--- src/rtl/fetch_stage_pkg.sv ---
// rtl/fetch_stage_pkg.sv - shared types and constants for the instruction-fetch stage
package fetch_stage_pkg;

  localparam int unsigned PC_W = 9;
  localparam logic [PC_W-1:0] RESET_PC_DEF = 9'h000;
  localparam logic [31:0] NOP_INSTR = 32'h0000_0013;

  typedef enum logic [1:0] {FETCH, WAIT, HOLD, DROP} fetch_state_e;

  typedef struct packed {
    logic [PC_W-1:0] curr_pc;
    logic [31:0]     curr_instr;
  } if_id_reg_t;

  function automatic if_id_reg_t bubble(input logic [PC_W-1:0] pc);
    bubble.curr_pc    = pc;
    bubble.curr_instr = NOP_INSTR;
  endfunction

endpackage

--- src/rtl/fetch_stage_if.sv ---
// rtl/fetch_stage_if.sv - one-outstanding request/response port to instruction memory
interface fetch_stage_if;

  logic                               imem_req;
  logic [fetch_stage_pkg::PC_W-1:0]   imem_addr;
  logic                               imem_rvalid;
  logic [31:0]                        imem_rdata;

  modport master (output imem_req, imem_addr, input imem_rvalid, imem_rdata);
  modport slave  (input imem_req, imem_addr, output imem_rvalid, imem_rdata);

endinterface

--- src/rtl/fetch_stage.sv ---
// rtl/fetch_stage.sv - PC register, fetch FSM and hold buffer feeding the IF/ID register
module fetch_stage
  import fetch_stage_pkg::*;
#(
  parameter logic [PC_W-1:0] RESET_PC = RESET_PC_DEF
) (
  input  logic                clk,
  input  logic                reset,
  input  logic                Stall,
  input  logic                Flush,
  input  logic [PC_W-1:0]     Redirect_Pc,
  fetch_stage_if.master       imem,
  output if_id_reg_t          IF_ID_o,
  output logic                IF_ID_valid
);

  fetch_state_e    state_q, state_d;
  logic [PC_W-1:0] pc_q, pc_d;
  if_id_reg_t      if_id_q, if_id_d;
  logic            if_id_valid_q, if_id_valid_d;
  if_id_reg_t      hold_q, hold_d;

  always_ff @(posedge clk or posedge reset) begin
    if (reset) begin
      state_q       <= FETCH;
      pc_q          <= RESET_PC;
      if_id_q       <= bubble('0);
      if_id_valid_q <= 1'b0;
      hold_q        <= '0;
    end else begin
      state_q       <= state_d;
      pc_q          <= pc_d;
      if_id_q       <= if_id_d;
      if_id_valid_q <= if_id_valid_d;
      hold_q        <= hold_d;
    end
  end

  // A redirect while a request is in flight must swallow the stale response via DROP.
  always_comb begin
    state_d = state_q;
    unique case (state_q)
      FETCH: state_d = Flush ? DROP : WAIT;
      WAIT: begin
        if (Flush)                 state_d = imem.imem_rvalid ? FETCH : DROP;
        else if (imem.imem_rvalid) state_d = Stall ? HOLD : FETCH;
      end
      HOLD: if (Flush || !Stall)   state_d = FETCH;
      DROP: if (imem.imem_rvalid)  state_d = FETCH;
    endcase
  end

  always_comb begin
    pc_d          = pc_q;
    hold_d        = hold_q;
    if_id_d       = Stall ? if_id_q : bubble(pc_q);
    if_id_valid_d = Stall ? if_id_valid_q : 1'b0;
    if (Flush) begin
      pc_d          = Redirect_Pc & ~PC_W'(3);
      if_id_d       = bubble(pc_q);
      if_id_valid_d = 1'b0;
      hold_d        = '0;
    end else begin
      unique case (state_q)
        WAIT: begin
          if (imem.imem_rvalid) begin
            pc_d = pc_q + PC_W'(4);
            if (Stall) begin
              hold_d = '{curr_pc: pc_q, curr_instr: imem.imem_rdata};
            end else begin
              if_id_d       = '{curr_pc: pc_q, curr_instr: imem.imem_rdata};
              if_id_valid_d = 1'b1;
            end
          end
        end
        HOLD: begin
          if (!Stall) begin
            if_id_d       = hold_q;
            if_id_valid_d = 1'b1;
            hold_d        = '0;
          end
        end
        FETCH, DROP: ;
      endcase
    end
  end

  always_comb begin
    imem.imem_req  = (state_q == FETCH) && !reset;
    imem.imem_addr = pc_q;
    IF_ID_o        = if_id_q;
    IF_ID_valid    = if_id_valid_q;
  end

  a_rvalid_expected: assert property (@(posedge clk) disable iff (reset)
    imem.imem_rvalid |-> (state_q == WAIT || state_q == DROP));

endmodule

--- src/flat_wrapper.sv ---
// flat-port wrapper written by rule: the top's interface ports become plain ports
module fetch_stage_flat import fetch_stage_pkg::*;
#(
  parameter logic [PC_W-1:0] RESET_PC = RESET_PC_DEF
)
  (clk, reset, Stall, Flush, Redirect_Pc, IF_ID_o, IF_ID_valid, imem_imem_req, imem_imem_addr, imem_imem_rvalid, imem_imem_rdata);
  fetch_stage_if imem_i ();
  input  logic clk;
  input  logic reset;
  input  logic Stall;
  input  logic Flush;
  input  logic [PC_W-1:0] Redirect_Pc;
  output if_id_reg_t IF_ID_o;
  output logic IF_ID_valid;
  output wire logic [$bits(imem_i.imem_req)-1:0] imem_imem_req;
  output wire logic [$bits(imem_i.imem_addr)-1:0] imem_imem_addr;
  input wire logic [$bits(imem_i.imem_rvalid)-1:0] imem_imem_rvalid;
  input wire logic [$bits(imem_i.imem_rdata)-1:0] imem_imem_rdata;
  assign imem_imem_req = imem_i.imem_req;
  assign imem_imem_addr = imem_i.imem_addr;
  assign imem_i.imem_rvalid = imem_imem_rvalid;
  assign imem_i.imem_rdata = imem_imem_rdata;
  fetch_stage #(.RESET_PC(RESET_PC)) u_core (.clk(clk), .reset(reset), .Stall(Stall), .Flush(Flush), .Redirect_Pc(Redirect_Pc), .imem(imem_i), .IF_ID_o(IF_ID_o), .IF_ID_valid(IF_ID_valid));
endmodule
--- config.mk ---
export PLATFORM = sky130hd
export DESIGN_NAME = fetch_stage_flat
export DESIGN_NICKNAME = d
export VERILOG_FILES = /design/src/rtl/fetch_stage_pkg.sv /design/src/rtl/fetch_stage_if.sv /design/src/rtl/fetch_stage.sv /design/src/flat_wrapper.sv
export SDC_FILE = /design/constraint.sdc
export NUM_CORES = 1
export LEC_CHECK = 0
export BUFFER_PORTS_ARGS = -buffer_cell sky130_fd_sc_hd__buf_2
export CAP_MARGIN = 20
export CORE_ASPECT_RATIO = 0.75
export CORE_UTILIZATION = 36
export CTS_CLUSTER_DIAMETER = 100
export DETAILED_ROUTE_END_ITERATION = 7
export SYNTH_ARGS = -nofsm -noshare
export SYNTH_HDL_FRONTEND = slang
export SYNTH_SLANG_ARGS = --single-unit
--- constraint.sdc ---
create_clock -name clk -period 2.5 [get_ports clk]
set_input_delay 0.125 -clock clk [delete_from_list [all_inputs] [get_ports clk]]
set_output_delay 0.125 -clock clk [all_outputs]
set_load 0.02 [all_outputs]
# Yosys cells after proc, flatten, opt, wreduce, memory -nomap -nowiden
# Cells that the tools add are included.
# totals
out_inout_bits	52
mem_bits_rw	0
latch_bits	0
word_cells	54
reg_bits	94
memories	0
input_bits	46
romBits	0
# op_classes
eq_ne	8
n_reduce_logical	11
multipliers	0
bitwise	0
order_cmp	0
n_mux	27
n_shift	0
addsub	1
n_div	0
# ops
op	n
$mux 41	9
$pmux 41 s2	2
$mux 9	3
$mux 2	7
$add 9x3->9 const B	1
$ne 3x3->1 const B	3
$pmux 2 s4	1
$eq 2x2->1 const B	2
$mux 1	4
$reduce_and 4->1	1
$reduce_bool 2->1	2
$reduce_and 3->1	1
$reduce_bool 3->1	1
$eq 2x1->1 const B	1
$logic_not 1->1	2
$logic_not 2->1	1
$ne 2x1->1 const B	1
$ne 2x2->1 const B	1
$pmux 1 s2	1
$reduce_and 2->1	1
$logic_and 1x1->1	1
$logic_or 1x1->1	1

# Depth between registers and ports, before layout
# Gate-level depths: netlist (run 1).
# depth
depth_word	5
ltp_mapped	9
ltp_nobuf	6

# Worst setup path before layout (run 1)
# Ideal clock, no wire load.
# synth_path
path_type	register to register
start	register u_core.state_q[1]
end	register u_core.hold_q[34] (netlist bit)
setup_slack_ns	0.682
arrival_time_ns	1.708
required_ns	2.390
path_buffers	3
setup_ns	0.110
synth_period_minus_slack_ns	1.818
stages_incl_launch_ff	10
cell_sequence	dfrtp_1 > inv_1 > ha_1 > clkbuf_1 > nor3b_1 > a311oi_4 > buf_6 > buf_6 > nand2_1 > o41ai_1
# synth_via
elab_chain_cells	3
elab_cells_between_ends	9
classes_between	eq/ne: 5; mux: 2; reduce/logical: 2
# synth_rtl
item	line_no	text
start, declared	fetch_stage.sv:17	fetch_state_e state_q, state_d;
start signal, assigned	fetch_stage.sv:31	state_q <= state_d;
$eq 2x2->1 / $eq 2x1->1 (equally long branches)	fetch_stage.sv:64	unique case (state_q)
$ne 3x3->1 (no line) (tied with other cells)	n/a	
$reduce_and 4->1 (no line) / $mux 41 (equally long branches)	n/a	
end signal, assigned	fetch_stage.sv:35	hold_q <= hold_d;
end, declared	fetch_stage.sv:21	if_id_reg_t hold_q, hold_d;
# Parallel ways exist; a longest one is shown, timed or not.
# A chain may end at the register's enable or synchronous reset.

# Worst setup path after layout (run 1)
# layout_path
start	register u_core.state_q[1]
end	register u_core.pc_q[5], in the netlist u_core.imem.imem_addr[5]
# layout_via
elab_chain_cells	3
# layout_rtl
item	line_no	text
$eq 2x1->1	fetch_stage.sv:64	
$reduce_bool 2->1 (no line)	n/a	
$reduce_and 2->1 (no line)	n/a	
end signal, assigned	fetch_stage.sv:32	pc_q <= pc_d;
end, declared	fetch_stage.sv:18	logic [PC_W-1:0] pc_q, pc_d;
# Every way passes these cells.

==> flow_summary.json, run 1 <==
{
  "status": "completed",
  "ys_async_sr_fraction": 1.00,
  "clk_pin_slew_ps": 60,
  "cp-start-kind": "flip-flop",
  "relSlewSlack": 0.508,
  "reg2reg_depth": 7,
  "worst_skew_pair.late_latency_ps": 330,
  "drt_iter0_drc": 170,
  "dp_hpwl_um": 6820,
  "synth-edff-count": 0,
  "cts_setup_buffers": 0,
  "grt_max_degree": 52,
  "gp_congestion": 0.778,
  "crit_path_end_kind": "flip-flop",
  "yosysSeqAreaShare": 0.548,
  "worst_r2r_endpoint": "u_core.imem.imem_addr[5]$_DFFE_PP0P_",
  "wirelength_um": 10100,
  "maxSlewViolCount": 0,
  "routed_via_density": 5.09,
  "regToRegSetupSlack_ps": 400,
  "hold_end": "u_core.imem.imem_addr[4]$_DFFE_PP0P_",
  "p_leak_nw": 2.38,
  "pre_cts_slack_ps": 407,
  "clockBufferDepth": 2,
  "holdPathStages": 3,
  "grt_setup_unrepaired": "false",
  "ys_dominant_reg_cell": "dfrtp_1",
  "portBuffers": 93,
  "antennaDiodeCount": 0,
  "slowest_stage": "dfrtp_1",
  "fin_crit_sh": 0.840,
  "fp.dieArea_um2": 12000,
  "worst_slew_pin_slew_ps": 738,
  "grt_pass1_wl_um": 16600,
  "period_needed_ps": 2100,
  "grtUsageTotal": 0.177,
  "placed_cells": 658,
  "dieHeight_um": 95.1,
  "finalInstanceArea_um2": 5110,
  "ys_types": 37,
  "drc": 0,
  "core_area_um2": 11100,
  "grt_pass1_vias": 3228,
  "ys_seq_elements": 91,
  "final_antenna_net_count": 0,
  "p_per_area_nw_per_um2": 952,
  "hold_viol_final": 0,
  "antenna_found_initial": 0,
  "cp_cell_sequence": "inv_1, ha_1, and2_1, buf_4, nand4_1, xor2_1, o21ai_0",
  "num_rows": 33,
  "final_common_cell": "nand2_1",
  "avgRoutedWirePerCell_um": 14.9,
  "power_mw": 4.87,
  "drt_pass1_iterations": 5,
  "cts.sinks": 91,
  "synth.cell_area_um2": 4160,
  "crit_fanout": 33,
  "reg2reg_from": "u_core.state_q[1]$_DFFE_PP0P_",
  "cts_hold_buf": 5,
  "layout.nets": 586,
  "hp-class": "in2reg",
  "ys_warn_count": 0,
  "fin_hold_ws_ps": 7.11,
  "post_dp_cell_area_um2": 4750,
  "drive_above_1_share": 0.242,
  "clock_skew_ps": 7.21,
  "synthToLayoutAreaGrowth_pct": 22.9,
  "cts-root-buf": "clkbuf_16",
  "cts_resized": 0,
  "cts_tree": "done",
  "htreeDepth": 3,
  "fin_tns_setup_ps": 0,
  "vias": 3449,
  "fmax_mhz": 476,
  "arrival_ps": 2350,
  "die_w_um": 126,
  "initial_utilization": 0.375,
  "critPathKind": "reg2reg",
  "setup-violations-final": 0,
  "slowest_delay_ps": 430,
  "irDropWorstVdd_uv": 449,
  "cts_buffers": 9,
  "final_cell_count_no_fill": 678,
  "gr-total-overflow": 0,
  "cp.required_ps": 2750,
  "worst_slack_ps": 401,
  "layout_common_cells": "nand2_1, buf_2, dfrtp_1, o21ai_0, a22oi_1",
  "min-delay-start": "Redirect_Pc[4]",
  "fin_util": 0.460,
  "syn_avg_cell_area_um2": 9.31,
  "drv_cap": 0,
  "synth_cells": 447,
  "io_pins": 98
}
## metal layers
layer / vias to the layer above / global-route usage / part of all wire
met4: 0 / 0.0432 / 0.0078
met2: 93 / 0.273 / 0.42
met5: - / 0 / 0
met3: 8 / 0.0516 / 0.063
met1: 1647 / 0.246 / 0.51
li1: 1701 / - / -
## power by group
group          internal (mW)  switching, mW
Combinational          0.511          0.969
Sequential              1.76          0.194
Clock                  0.893          0.539
Total                   3.16           1.70
## cell families (layout without fill, tap and decap cells)
| logic type | after synthesis | count (layout) | synth area share |
|---|---|---|---|
| AOI/OAI and AO/OA | 139 | 139 | 0.202 |
| DFF | 91 | 91 | 0.548 |
| adders and majority gates | 6 | 6 | 0.0180 |
| buffers and inverters | 43 | 133 | 0.0484 |
| other | 1 | 2 | 0.000901 |
| and+or+nand+nor | 157 | 157 | 0.160 |
| xor gates and xnor gates | 6 | 6 | 0.0126 |
| muxes | 4 | 4 | 0.0102 |
## cell usage after synthesis, types with 4 or more instances
| cell type | number | area (µm²) |
|---|---|---|
| nand2b_1 | 5 | 31.3 |
| inv_1 | 7 | 26.3 |
| dfrtp_1 | 88 | 2200 |
| nand2_1 | 126 | 473 |
| a31oi_1 | 4 | 25.0 |
| o21ai_1 | 4 | 20.0 |
| clkbuf_1 | 17 | 63.8 |
| o21ai_0 | 77 | 385 |
| a21oi_1 | 13 | 65.1 |
| nand3b_1 | 6 | 45.0 |
| xor2_1 | 4 | 35.0 |
| ha_1 | 6 | 75.1 |
| a221o_1 | 6 | 60.1 |
| a22oi_1 | 30 | 225 |
| nor2_1 | 8 | 30.0 |
| buf_2 | 11 | 55.1 |
## worst max-delay path, delay by kind of cell (launching register included)
kind	cells	cell delay [ps]
DFF	1	430
AOI/OAI and AO/OA	1	140
buffers and inverters	2	480
xor gates and xnor gates	1	160
adders and majority gates	1	380
and+or+nand+nor	2	410
## area by class of cell
cell class | count | area (µm²)
multi-input cells | 314 | 1690
clock inverters | 5 | 77.6
fillers | 1079 | 5990
well taps | 140 | 175
flip-flops and latches | 91 | 2280
repair buffers | 111 | 626
clock buffers | 10 | 239
inverters | 7 | 27.5
## worst max-delay path by stage
stage | startpoint | to
3_5_place_dp | u_core.state_q[1]$_DFFE_PP0P_ | u_core.imem.imem_addr[5]$_DFFE_PP0P_
3_3_place_gp | u_core.state_q[1]$_DFFE_PP0P_ | u_core.imem.imem_addr[5]$_DFFE_PP0P_
6_report | u_core.state_q[1]$_DFFE_PP0P_ | u_core.imem.imem_addr[5]$_DFFE_PP0P_
4_1_cts | u_core.state_q[1]$_DFFE_PP0P_ | u_core.imem.imem_addr[5]$_DFFE_PP0P_
2_1_floorplan | reset | u_core.IF_ID_o[10]$_DFF_PP0_
5_1_grt | u_core.state_q[1]$_DFFE_PP0P_ | u_core.imem.imem_addr[5]$_DFFE_PP0P_
## registers in the layout, summed over array words and instances (netlist names)
register / cells
u_core.imem.imem_addr: 7
u_core.hold_q: 40
u_core.state_q: 2
u_core.IF_ID_valid: 1
u_core.IF_ID_o: 41
Power figures use the tool's default switching activity.
==> run 2, diff against run 1 <==
Settings changed: ABC_AREA from default to 1.
Clock period 2.5 ns to 2.2 ns, I/O delays scaled along.
==> run 2 against run 1 <==
Effect of this change: clock skew down 1.1 ps; sequential share of layout area down 4.6 points; non-clock buffer count unchanged; via count up 27%; critical path depth up 1; setup slack worse by 43 ps; flip-flop and latch count unchanged; register-to-register slack worse by 40 ps; first-iteration DRC count up 47%; area after synthesis up 15%; clock-buffer cell count up 4; worst hold slack better by 23 ps; largest cell class unchanged; highest routed layer unchanged.
==> flow_summary.json, run 2 <==
{
  "clock_skew_ps": 6.11,
  "synth_top_area_cell": "dfrtp_1",
  "critical-path-top-delay-family": "buffers and inverters",
  "p_leak_nw": 2.84,
  "placed_cells": 857,
  "drt_pass1_iterations": 5,
  "grt_setup_unrepaired": "false",
  "status": "completed",
  "met2_usage": 0.310,
  "slowest_stage": "dfrtp_1",
  "use_met3": 0.0551,
  "period_needed_ps": 1840,
  "cts_hold_buf": 1,
  "grt_pass1_vias": 4105,
  "clockBufferDepth": 2,
  "synth_mux_area_frac": 0,
  "cts_buffers": 9,
  "fin_tns_setup_ps": 0,
  "initial_utilization": 0.369,
  "arrival_ps": 2090,
  "drive_above_1_share": 0.252,
  "p_per_area_nw_per_um2": 1210,
  "synth_most_common_cell": "nand2_1",
  "fmax_mhz": 543,
  "antenna_found_initial": 0,
  "antennaDiodeCount": 0,
  "synth_cells": 617,
  "synth_top_family_by_area": "simple AND/OR/NAND/NOR gates",
  "synthTopCellsByCount": "nand2_1, dfrtp_1, o21ai_0",
  "ys_dominant_reg_cell": "dfrtp_1",
  "yosysSeqAreaShare": 0.477,
  "layout_common_cells": "nand2_1, buf_2, dfrtp_1, o21ai_0, nand3_1",
  "synth.top_cell.area_share": 0.461,
  "synth.cell_area_um2": 4780,
  "portBuffers": 93,
  "min-delay-start": "imem_imem_rdata[13]",
  "final_common_cell": "nand2_1",
  "maxSlewViolCount": 0,
  "critPathKind": "reg2reg",
  "grt_max_degree": 92,
  "wirelength_um": 12900,
  "crit_fanout": 30,
  "power_mw": 6.89,
  "synthToLayoutAreaGrowth_pct": 19.3,
  "cp-start-kind": "flip-flop",
  "drv_cap": 0,
  "worst_slack_ps": 358,
  "layout.nets": 750,
  "grtUsageTotal": 0.201,
  "cts_tree": "done",
  "hp-class": "in2reg",
  "cts-root-buf": "clkbuf_16",
  "dieHeight_um": 102,
  "vias": 4387,
  "gp_congestion": 0.790,
  "num_rows": 36,
  "io_pins": 98,
  "cp_num_buf_inv": 3,
  "synth_simple_gate_area_frac": 0.292,
  "synth_compound_area_frac": 0.146,
  "avgRoutedWirePerCell_um": 14.8,
  "cts_setup_buffers": 0,
  "pre_cts_slack_ps": 376,
  "synth_fa_ha_area_frac": 0.0157,
  "slowest_delay_ps": 400,
  "cpMostUsedCell": "o21ai_1",
  "cp_cell_sequence": "inv_1, ha_1, inv_2, o21ai_1, o21ai_1, nand2_4, buf_12, o21ai_0",
  "die_w_um": 135,
  "hold_viol_final": 0,
  "drt_iter0_drc": 250,
  "synth-xor-area-share": 0,
  "gr-total-overflow": 0,
  "syn_avg_cell_area_um2": 7.75,
  "fp.dieArea_um2": 13700,
  "final_cell_count_no_fill": 874,
  "multi_input_area_um2": 2190,
  "netlist_top_cells_area": "dfrtp_1, nand2_1, o21ai_0, nand3_1, o21ai_2",
  "crit_path_end_kind": "flip-flop",
  "ys_types": 29,
  "final_antenna_net_count": 0,
  "use_met1": 0.283,
  "top_usage_layer": "met2",
  "fill_cells": 1368,
  "fin_crit_sh": 0.837,
  "worst_skew_pair.late_latency_ps": 350,
  "cts.sinks": 91,
  "routed_via_density": 5.02,
  "worst_slew_pin_slew_ps": 524,
  "htreeDepth": 3,
  "clk_pin_slew_ps": 60,
  "irDropWorstVdd_uv": 413,
  "core_area_um2": 13000,
  "grt_pass1_wl_um": 21200,
  "ys_warn_count": 0,
  "relSlewSlack": 0.651,
  "setup-violations-final": 0,
  "ys_seq_elements": 91,
  "dp_hpwl_um": 8560,
  "critPathLaunch": "u_core.state_q[0]$_DFFE_PP0P_",
  "cts_resized": 0,
  "regArea_um2": 2280,
  "synth-edff-count": 0,
  "largest_register_ffs": 41,
  "ys_async_sr_fraction": 1.00,
  "cp.required_ps": 2450,
  "reg2reg_from": "u_core.state_q[0]$_DFFE_PP0P_",
  "drc": 0
}
==> run 2: cell count changes after synthesis, moves of 13 or more <==
cell     change
nor2_1      +15
a22oi_1     -30
nand3_1     +60
nand2_1     +95
o21ai_2     +20
inv_1       +13
nand2_2     +21
==> run 2: layout make-up <==
cell class | instances | share of cell area
multi-input cells | 460 | 0.383
flip-flops and latches | 91 | 0.400
clock inverters | 2 | 0.00176
inverters | 25 | 0.0171
repair buffers | 111 | 0.112
clock buffers | 14 | 0.0480
well taps | 171 | 0.0375
==> run 2: cell families (layout without fill, tap and decap cells) <==
| family | count (synthesis) | in the layout |
|---|---|---|
| buffers and inverters | 67 | 152 |
| AND/OR/NAND/NOR | 332 | 332 |
| other | 1 | 2 |
| flip-flops | 91 | 91 |
| adder cells (fa/ha/maj) | 6 | 6 |
| AO/OA/AOI/OAI | 120 | 120 |
==> run 2: worst register-to-register path: cells and delay by family (launching register included) <==
family	cells	cell delay, ps
flops	1	400
buf+inv	3	440
compound gates	3	430
simple gates	1	250
fa+ha+maj	1	230
==> run 2: worst paths after layout <==
| kind | to | depth (start not counted) | slack, ps |
|---|---|---|---|
| max | u_core.hold_q[29]$_DFFE_PP0P_ | 8 | 360 |
| min | u_core.hold_q[13]$_DFFE_PP0P_ | 3 | 30 |
| max reg2reg | u_core.hold_q[29]$_DFFE_PP0P_ | 8 | 360 |
| min reg2reg | u_core.hold_q[21]$_DFFE_PP0P_ | 2 | 490 |
| max in group asynchronous | u_core.IF_ID_o[28]$_DFF_PP0_ | 4 | 1320 |
| min in group asynchronous | u_core.IF_ID_o[33]$_DFF_PP0_ | 4 | 440 |
==> run 2: metal layers <==
metal / vias up / wire length [µm]
li1: 2165 / -
met1: 2092 / 6310
met2: 123 / 5820
met3: 7 / 709
met4: 0 / 90
met5: - / 0
==> run 2: power breakdown <==
group | internal [mW] | leakage, nW | total (mW) | switching (mW)
Clock | 0.856 | 0.143 | 1.50 | 0.642
Combinational | 0.898 | 1.51 | 2.81 | 1.92
Sequential | 2.20 | 1.19 | 2.58 | 0.377
Total | 3.95 | 2.84 | 6.89 | 2.94
==> run 2: stage by stage <==
| stage | area, µm² | hold slack [ps] | utilization |
|---|---|---|---|
| after CTS | 5700 | 17.5 | 0.440 |
| after floorplan | 4790 | 266 | - |
| after global placement | 5410 | 303 | 0.417 |
| after detailed placement | 5410 | 312 | 0.417 |
| final | 5700 | 29.8 | 0.440 |
| after global routing | 5700 | 18.6 | 0.440 |
==> run 3, diff against run 2 <==
Clock period 2.2 ns to 1.7 ns, I/O delays scaled along.
==> run 3 against run 2 <==
Effect of this change: flip-flop and latch count stayed put; sequential share of layout area is 2.9 points lower; clock skew is 1.7 ps higher; global-route usage is 0.14 points lower; utilization is 3.5 points higher; total power is 46% higher; register-to-register slack worse by 300 ps.
==> flow_summary.json, run 3 (synthesis results as in run 2) <==
{
  "status": "completed",
  "final_antenna_net_count": 0,
  "final_cell_count_no_fill": 898,
  "cp_num_buf_inv": 2,
  "cp_cell_sequence": "buf_4, ha_4, o21ai_4, o21ai_4, nand2_4, clkbuf_16, nand2_1, o21ai_1",
  "dieHeight_um": 102,
  "antenna_found_initial": 0,
  "grt_pass1_wl_um": 21200,
  "hp-class": "in2reg",
  "clockBufferDepth": 2,
  "wirelength_um": 13700,
  "drc": 0,
  "hold_viol_final": 0,
  "slowest_stage": "dfrtp_1",
  "grt_max_degree": 92,
  "antennaDiodeCount": 0,
  "p_leak_nw": 3.02,
  "crit_path_end_kind": "flip-flop",
  "io_pins": 98,
  "min-delay-start": "imem_imem_rdata[0]",
  "fp.dieArea_um2": 13700,
  "dp_hpwl_um": 8620,
  "placed_cells": 865,
  "reg2reg_from": "u_core.state_q[0]$_DFFE_PP0P_",
  "drt_iter0_drc": 344,
  "critPathKind": "reg2reg",
  "grtUsageTotal": 0.200,
  "cts_buffers": 9,
  "fin_hold_ws_ps": 6.79,
  "drv_cap": 0,
  "avgRoutedWirePerCell_um": 15.2,
  "layout.nets": 775,
  "setup-violations-final": 0,
  "fin_crit_sh": 0.967,
  "worst_r2r_endpoint": "u_core.hold_q[25]$_DFFE_PP0P_",
  "portBuffers": 93,
  "regToRegSetupSlack_ps": 60,
  "cp.required_ps": 1960,
  "final_common_cell": "nand2_1",
  "routed_via_density": 5.09,
  "slowest_delay_ps": 430,
  "initial_utilization": 0.369,
  "holdPathStages": 3,
  "irDropWorstVdd_uv": 814,
  "worst_slack_ps": 56.3,
  "pre_cts_slack_ps": 52.6,
  "critical-path-top-delay-family": "flip-flops",
  "p_per_area_nw_per_um2": 1640,
  "drive_above_1_share": 0.283,
  "die_w_um": 135,
  "grt_pass1_vias": 4186,
  "arrival_ps": 1900,
  "maxSlewViolCount": 0,
  "largest_register_ffs": 41,
  "num_rows": 36,
  "fmax_mhz": 608,
  "gr-total-overflow": 0,
  "cts.sinks": 91,
  "fin_util": 0.474,
  "cts_tree": "done",
  "power_mw": 10.1,
  "worst_skew_pair.late_latency_ps": 350,
  "clk_pin_slew_ps": 70,
  "hold_end": "u_core.hold_q[0]$_DFFE_PP0P_",
  "period_needed_ps": 1640,
  "cp-start-kind": "flip-flop",
  "crit_fanout": 7,
  "reg2reg_depth": 8,
  "drt_pass1_iterations": 5,
  "core_area_um2": 13000,
  "synthToLayoutAreaGrowth_pct": 28.7,
  "clock_skew_ps": 7.82,
  "gp_congestion": 0.788,
  "cts-root-buf": "clkbuf_16",
  "htreeDepth": 3,
  "layout_common_cells": "nand2_1, buf_2, dfrtp_1, o21ai_0, nand3_1",
  "vias": 4567,
  "cpMostUsedCell": "o21ai_4"
}
==> run 3: stage by stage <==
step	cell area, µm²	TNS, ps
floorplan	4790	0
global placement	5510	0
detailed placement	5510	0
CTS	5920	0
global route	6150	-108
finish	6150	0
==> run 3: power breakdown <==
group	internal (mW)	switching [mW]	leakage (nW)
Sequential	2.85	0.499	1.19
Clock	1.31	0.842	0.154
Combinational	1.77	2.80	1.68
Total	5.93	4.14	3.02
==> run 3: timing repair <==
| item | CTS | global route |
|---|---|---|
| setup endpoints to repair | 1 | 65 |
| hold buffers | 9 | 0 |
| buffers inserted | 0 | 4 |
| pin swaps | 0 | 2 |
| endpoints found under the hold margin | 96 | 0 |
| cloned | 0 | 5 |
| gates resized for setup | 2 | 27 |
==> run 3: per-layer routing <==
layer / up-vias / GRT usage / share of wire
li1: 2220 / - / -
met1: 2208 / 0.285 / 0.49
met2: 128 / 0.309 / 0.45
met3: 11 / 0.0390 / 0.054
met4: 0 / 0.0545 / 0.0092
met5: - / 0 / 0
==> run 3: tightest hold or removal path: stages <==
cell and delay [ps]:
buf_2 110, nand2_1 70, o21ai_2 60
==> run 3: worst max path at each step <==
stage	startpoint	to	slack (ps)	cells after the start
detailed placement	u_core.state_q[1]$_DFFE_PP0P_	u_core.hold_q[16]$_DFFE_PP0P_	50	9
global route	u_core.state_q[0]$_DFFE_PP0P_	u_core.hold_q[23]$_DFFE_PP0P_	-20	8
CTS	u_core.state_q[1]$_DFFE_PP0P_	u_core.IF_ID_o[26]$_DFF_PP0_	40	7
floorplan	u_core.state_q[1]$_DFFE_PP0P_	u_core.hold_q[31]$_DFFE_PP0P_	120	11
finish	u_core.state_q[0]$_DFFE_PP0P_	u_core.hold_q[25]$_DFFE_PP0P_	60	8
global placement	u_core.state_q[1]$_DFFE_PP0P_	u_core.hold_q[14]$_DFFE_PP0P_	110	9
==> run 3: cell type report <==
type                    instances  area (µm²)
fillers                      1280        6820
flip-flops and latches         91        2280
multi-input cells             461        2280
repair buffers                135         957
clock buffers                  10         239
well taps                     171         214
inverters                      25         103
clock inverters                 5        77.6
